`config.mk`:
```
export PLATFORM = sky130hd
export DESIGN_NAME = multdiv_controller_flat
export DESIGN_NICKNAME = d
export VERILOG_FILES = /design/src/rtl/multdiv_controller_if.sv /design/src/rtl/multdiv_controller.sv /design/src/flat_wrapper.sv
export SDC_FILE = /design/constraint.sdc
export NUM_CORES = 1
export LEC_CHECK = 0
export ABC_AREA = 0
export CELL_PAD_IN_SITES_DETAIL_PLACEMENT = 2
export CELL_PAD_IN_SITES_GLOBAL_PLACEMENT = 2
export CORE_MARGIN = 2
export CORE_UTILIZATION = 35
export DETAILED_ROUTE_END_ITERATION = 10
export PLACE_DENSITY_LB_ADDON = 0.05
export SETUP_SLACK_MARGIN = 0.02
export SLEW_MARGIN = 20
export SYNTH_ARGS = -nofsm -noshare
export SYNTH_HDL_FRONTEND = slang
export SYNTH_SLANG_ARGS = --single-unit
```
`constraint.sdc`:
```
create_clock -name clk -period 5.25 [get_ports clk]
set_clock_uncertainty 0.1 [all_clocks]
set_input_delay 1.575 -clock clk [delete_from_list [all_inputs] [get_ports clk]]
set_output_delay 1.575 -clock clk [all_outputs]
set_load 0.02 [all_outputs]
```
`src/rtl/multdiv_controller_if.sv`:
```
// Start/operand/result bundle between the pipeline and the
// iterative multiply/divide sequencer.
interface multdiv_controller_if #(
  parameter int WIDTH = 32
);
  logic             ctrl_MULT;
  logic             ctrl_DIV;
  logic [WIDTH-1:0] data_operandA;
  logic [WIDTH-1:0] data_operandB;
  logic [WIDTH-1:0] data_result;
  logic             data_exception;
  logic             data_resultRDY;
  logic             busy;

  modport master (
    output ctrl_MULT,
    output ctrl_DIV,
    output data_operandA,
    output data_operandB,
    input  data_result,
    input  data_exception,
    input  data_resultRDY,
    input  busy
  );

  modport slave (
    input  ctrl_MULT,
    input  ctrl_DIV,
    input  data_operandA,
    input  data_operandB,
    output data_result,
    output data_exception,
    output data_resultRDY,
    output busy
  );
endinterface

```
`src/rtl/multdiv_controller.sv`:
```
// Iterative 32-cycle sequencer: radix-2 Booth multiply and
// restoring signed divide sharing one 65-bit working register.
module multdiv_controller #(
  parameter int WIDTH = 32,
  parameter int CNT_W = 6
) (
  input  logic                 clk,
  input  logic                 clr,
  multdiv_controller_if.slave  md
);
  localparam int RW = 2*WIDTH+1;

  typedef enum logic [1:0] {
    IDLE, MULT, DIV, DONE
  } state_t;

  state_t           state_q;
  logic [CNT_W-1:0] cnt_q;
  logic [RW-1:0]    acc_q, acc_d;
  logic [WIDTH:0]   m_q;
  logic             neg_q;
  logic [WIDTH-1:0] res_q, res_d;
  logic             exc_q, exc_d;
  logic             rdy_q;
  logic             busy_q;

  logic [WIDTH:0]   up, sum, diff;
  logic [RW-1:0]    shl;
  logic [WIDTH-1:0] abs_a, abs_b, quo;
  logic             div0, fin;

  assign abs_a = md.data_operandA[WIDTH-1]
               ? -md.data_operandA : md.data_operandA;
  assign abs_b = md.data_operandB[WIDTH-1]
               ? -md.data_operandB : md.data_operandB;

  assign div0 = (state_q == DIV) && (m_q == '0);
  assign fin  = (cnt_q == CNT_W'(WIDTH)) || div0;

  always_comb begin
    // Booth step on a 33-bit upper half so B=INT_MIN cannot overflow
    up  = {acc_q[RW-1], acc_q[RW-1:WIDTH+1]};
    sum = up;
    unique case (acc_q[1:0])
      2'b01:   sum = up + m_q;
      2'b10:   sum = up - m_q;
      default: sum = up;
    endcase
    shl  = {acc_q[RW-2:0], 1'b0};
    diff = shl[RW-1:WIDTH] - m_q;
    quo  = acc_q[WIDTH-1:0];

    acc_d = acc_q;
    res_d = '0;
    exc_d = 1'b0;
    if (state_q == MULT) begin
      acc_d = {sum, acc_q[WIDTH:1]};
      res_d = acc_q[WIDTH:1];
      exc_d = acc_q[RW-1:WIDTH+1] != {WIDTH{acc_q[WIDTH]}};
    end else begin
      acc_d = diff[WIDTH] ? shl
            : {diff, shl[WIDTH-1:1], 1'b1};
      if (div0) begin
        res_d = '0;
        exc_d = 1'b1;
      end else begin
        res_d = neg_q ? -quo : quo;
        // only |INT_MIN / -1| yields a positive quotient with bit 31 set
        exc_d = ~neg_q & quo[WIDTH-1];
      end
    end
  end

  always_ff @(posedge clk) begin
    if (clr) begin
      state_q <= IDLE;
      cnt_q   <= '0;
      acc_q   <= '0;
      m_q     <= '0;
      neg_q   <= 1'b0;
      res_q   <= '0;
      exc_q   <= 1'b0;
      rdy_q   <= 1'b0;
      busy_q  <= 1'b0;
    end else begin
      rdy_q <= 1'b0;
      if (md.ctrl_MULT) begin
        state_q <= MULT;
        cnt_q   <= '0;
        acc_q   <= {{WIDTH{1'b0}}, md.data_operandA, 1'b0};
        m_q     <= {md.data_operandB[WIDTH-1], md.data_operandB};
        neg_q   <= 1'b0;
        busy_q  <= 1'b1;
      end else if (md.ctrl_DIV) begin
        state_q <= DIV;
        cnt_q   <= '0;
        acc_q   <= {{(WIDTH+1){1'b0}}, abs_a};
        m_q     <= {1'b0, abs_b};
        neg_q   <= md.data_operandA[WIDTH-1]
                 ^ md.data_operandB[WIDTH-1];
        busy_q  <= 1'b1;
      end else begin
        unique case (state_q)
          MULT, DIV: begin
            if (fin) begin
              state_q <= DONE;
              res_q   <= res_d;
              exc_q   <= exc_d;
              rdy_q   <= 1'b1;
              busy_q  <= 1'b0;
            end else begin
              acc_q <= acc_d;
              cnt_q <= cnt_q + CNT_W'(1);
            end
          end
          DONE:    state_q <= IDLE;
          default: state_q <= IDLE;
        endcase
      end
    end
  end

  assign md.data_result    = res_q;
  assign md.data_exception = exc_q;
  assign md.data_resultRDY = rdy_q;
  assign md.busy           = busy_q;
endmodule

```
`src/flat_wrapper.sv`:
```
// flat-port wrapper written by rule: the top's interface ports become plain ports
module multdiv_controller_flat 
#(
  parameter int WIDTH = 32,
  parameter int CNT_W = 6
)
  (clk, clr, md_ctrl_MULT, md_ctrl_DIV, md_data_operandA, md_data_operandB, md_data_result, md_data_exception, md_data_resultRDY, md_busy);
  multdiv_controller_if #(.WIDTH(WIDTH)) md_i ();
  input  logic clk;
  input  logic clr;
  input wire logic [$bits(md_i.ctrl_MULT)-1:0] md_ctrl_MULT;
  input wire logic [$bits(md_i.ctrl_DIV)-1:0] md_ctrl_DIV;
  input wire logic [$bits(md_i.data_operandA)-1:0] md_data_operandA;
  input wire logic [$bits(md_i.data_operandB)-1:0] md_data_operandB;
  output wire logic [$bits(md_i.data_result)-1:0] md_data_result;
  output wire logic [$bits(md_i.data_exception)-1:0] md_data_exception;
  output wire logic [$bits(md_i.data_resultRDY)-1:0] md_data_resultRDY;
  output wire logic [$bits(md_i.busy)-1:0] md_busy;
  assign md_i.ctrl_MULT = md_ctrl_MULT;
  assign md_i.ctrl_DIV = md_ctrl_DIV;
  assign md_i.data_operandA = md_data_operandA;
  assign md_i.data_operandB = md_data_operandB;
  assign md_data_result = md_i.data_result;
  assign md_data_exception = md_i.data_exception;
  assign md_data_resultRDY = md_i.data_resultRDY;
  assign md_busy = md_i.busy;
  multdiv_controller #(.WIDTH(WIDTH), .CNT_W(CNT_W)) u_core (.clk(clk), .clr(clr), .md(md_i));
endmodule
```
==> summary.txt <==
Worst setup path
  – Worst Reg-to-Reg Cells: 16
  – Crit. End Element: flip-flop
  – Crit path kind: flip-flop to flip-flop
  – R2R Path End: u_core.acc_q[56]
  – Setup crit start kind: flip-flop
  – CP required: 5.47 ns
  – Flop-to-flop setup slack: 0.35 ns
  – Crit-path max FO: 5
  – Arrival @ worst endpoint: 5.12 ns
  – Reg2reg start: u_core.m_q[6]

Synth
  – Synth Register Bits: 142
  – Seq/Total Area, Yosys: 0.216
  – Synth Flop Type: dfxtp_1
  – Mapped Nets: slightly below 2000
  – Distinct cells, synth: 69
  – Ys async rst share: 0
  – Number of flops mapped to enable cells by yosys: 0
  – Mean area per synthesized cell: 7.38 um2
  – Synthesized area: between 10000 and 15000 um2
  – Ys Warns: 0
  – Synth Instances: 1782

Drt
  – Drt via density: roughly 6.1
  – Remaining antenna violation count: 0
  – DR DRC count: 0
  – Vias: approximately 14000
  – Routed Wire Length: about 57 mm
  – Routed WL per cell: about 24 um
  – DRT iter0 DRCs: approximately 980
  – First-pass iteration count of the detailed router: 4

Run status
  – Outcome: complete, no violations

Run
  – Max cap viols: 0

Clocking
  – Root Buffer: clkbuf_16
  – Clk sinks: 142
  – TritonCTS clock tree: built
  – Clock latency at the later pin of the worst-skew pair: roughly 0.45 ns
  – Clk slew on worst S/H paths: 0.06 ns
  – Htree depth: 4
  – Maximum root-to-sink buffer count: 2
  – Hold Buf Count CTS: 0
  – CTS Buf Count: 17

Layout
  – Layout cells sized above 1: 0.0686
  – Most frequent cells in the layout: nor2_1 (170), a21oi_1 (170), dfxtp_1 (142)
  – Final core occ: 0.411
  – Area grow syn2layout: 16.5%
  – # fillers: about 4400
  – Reg area: between 2000 and 3000 um2
  – Nets: 1985
  – Area of the multi-input gates: 9580 um2

Hold path
  – Hold Crit Start: u_core.m_q[31]
  – HP Class: flip-flop to flip-flop
  – Worst hold stages: 2
  – Worst Hold End: u_core.m_q[31]

Global routing
  – Total congestion overflow: 0
  – Gr usage total: 0.290
  – Vias in the first global route: 14600
  – First-pass GRT wire length: 87.3 mm
  – Largest net degree at the start of global routing: 90
  – Initial antenna violation count: 1

Place
  – Gpl congestion: 0.903
  – Input/output buffers: just over 100
  – DP Wirelength: 43.6 mm

Floorplan
  – Die Span Y: ~200 um
  – Die X: between 150 and 200 um
  – I/O pins: ~100
  – Die area: 39200 um2
  – Row count: 71
  – Initial Util: 0.353
  – Core Area: roughly 37000 um2

Pwr
  – PwrDens: 244 nW/um2
  – Peak supply drop: 0.000232 V
  – Leak: ~5.8 nW

STA
  – Slew Viols, Final: 0
  – FMAX: approximately 200 MHz
  – Setup-failing EPs final: 0
  – Fin crit share: 0.933
  – Fin crit period: roughly 4.9 ns
  – RSZ-0062 raised after global routing: false
  – Tightest Pin Transition: 1.06 ns
  – Setup_tns: 0 ns
  – Slew headroom: 0.295
  – Hold Fails Final Rpt: 0
==> logic make-up (layout without fill, tap and decap cells) <==
kind of cell / after synthesis / in the layout / share of synthesized area
AO/OA/AOI/OAI: 589 / 589 / 0.297
adder cells (fa/ha/maj): 77 / 77 / 0.0744
multiplexers: 40 / 40 / 0.0309
other: 0 / 1 / 0
flip-flops: 142 / 142 / 0.216
AND/OR/NAND/NOR: 563 / 563 / 0.210
XOR/XNOR: 171 / 171 / 0.114
buffers and inverters: 200 / 269 / 0.0580
==> routing by layer <==
layer | vias to the layer above | GRT usage | wire length (um)
li1 | 6642 | - | -
met1 | 7167 | 0.430 | 28700
met2 | 270 | 0.448 | 24700
met3 | 32 | 0.0405 | 2610
met4 | 0 | 0.0510 | 617
met5 | - | 0 | 0
==> worst max-delay path by stage <==
| stage | start | to | slack, ns | depth (start not counted) |
|---|---|---|---|---|
| after floorplan | md_data_operandA[11] | u_core.acc_q[30] | 0.86 | 9 |
| after global placement | md_data_operandA[9] | u_core.acc_q[26] | 0.23 | 11 |
| after detailed placement | md_data_operandA[9] | u_core.acc_q[30] | 0.17 | 10 |
| after CTS | u_core.m_q[9] | u_core.acc_q[64] | 0.39 | 15 |
| after global routing | u_core.m_q[16] | u_core.acc_q[63] | 0.05 | 17 |
| final | u_core.m_q[6] | u_core.acc_q[56] | 0.35 | 16 |
==> worst max-delay path, cell delays in order (launching register included) <==
cell      delay (ns)
dfxtp_1         0.32
nor3_1          0.65
and3_1          0.35
and2_1          0.26
buf_4           0.16
a21oi_1         0.07
xnor2_1         0.14
ha_1            0.35
a21oi_1         0.25
nand3b_1        0.15
a21oi_1         0.08
or4_1           0.55
o21ai_0         0.41
a21oi_1         0.16
or3_1           0.32
a31oi_1         0.33
o31ai_1         0.12
==> cells in the mapped netlist (all sizes together) (5+ instances only) <==
cell / instances / area share
and3: 11 / 0.0052
a31oi: 30 / 0.014
a221o: 6 / 0.0046
xor2: 56 / 0.037
a21o: 24 / 0.014
o21bai: 5 / 0.0029
a211oi: 95 / 0.054
nand3b: 7 / 0.0040
o211ai: 16 / 0.0091
and2: 18 / 0.0086
or4: 13 / 0.0086
a21oi: 171 / 0.065
clkbuf: 104 / 0.030
dfxtp: 142 / 0.22
nand2: 125 / 0.036
o41ai: 10 / 0.0067
nand3: 20 / 0.0076
o21ai: 91 / 0.035
nor3: 58 / 0.022
a32o: 9 / 0.0068
nand2b: 39 / 0.019
mux2: 5 / 0.0043
nor4: 19 / 0.0090
nor2: 171 / 0.049
o31ai: 31 / 0.018
nor2b: 14 / 0.0067
inv: 80 / 0.023
o2111ai: 7 / 0.0047
o21a: 17 / 0.0097
a221oi: 33 / 0.022
ha: 75 / 0.071
or3: 26 / 0.013
or2: 11 / 0.0052
nand4: 19 / 0.0090
mux2i: 35 / 0.027
xnor2: 115 / 0.077
buf: 16 / 0.0055
a311oi: 9 / 0.0060
==> cell type report <==
| type | count | share of cell area |
|---|---|---|
| Antenna cell | 1 | 0.000163 |
| Clock buffer | 18 | 0.0286 |
| Clock inverter | 12 | 0.00734 |
| Inverter | 80 | 0.0196 |
| Multi-Input combinational cell | 1440 | 0.625 |
| Sequential cell | 142 | 0.185 |
| Tap cell | 474 | 0.0387 |
| Timing Repair Buffer | 159 | 0.0953 |
==> where the power goes <==
group	internal (mW)	switching (mW)
Sequential	1.13	0.0932
Combinational	0.503	0.794
Clock	0.663	0.556
Total	2.29	1.44
==> what timing repair did <==
item / 4_1_cts / 5_1_grt
setup buffers: 0 / 0
gates resized for setup: 0 / 1
endpoints found under the setup margin: 0 / 2
==> state kept, by name, indices dropped and copies added (netlist names) <==
name                      cells
u_core.md.data_result        32
u_core.state_q                2
u_core.neg_q                  1
u_core.md.busy                1
u_core.md.data_resultRDY      1
u_core.m_q                   33
u_core.acc_q                 65
u_core.md.data_exception      1
u_core.cnt_q                  6
==> per-stage QoR <==
step	area, um2	hold WS [ns]	instances	total power [mW]	worst slack (ns)
3_5_place_dp	14800	0.356	2295	2.51	0.172
6_report	15300	0.361	2326	3.74	0.352
2_1_floorplan	13200	0.336	1782	2.04	0.862
4_1_cts	15300	0.364	2325	3.75	0.393
3_3_place_gp	14800	0.347	2295	2.47	0.231
5_1_grt	15300	0.381	2325	3.93	0.0472
Note: power is estimated with default switching activity, not from simulation.
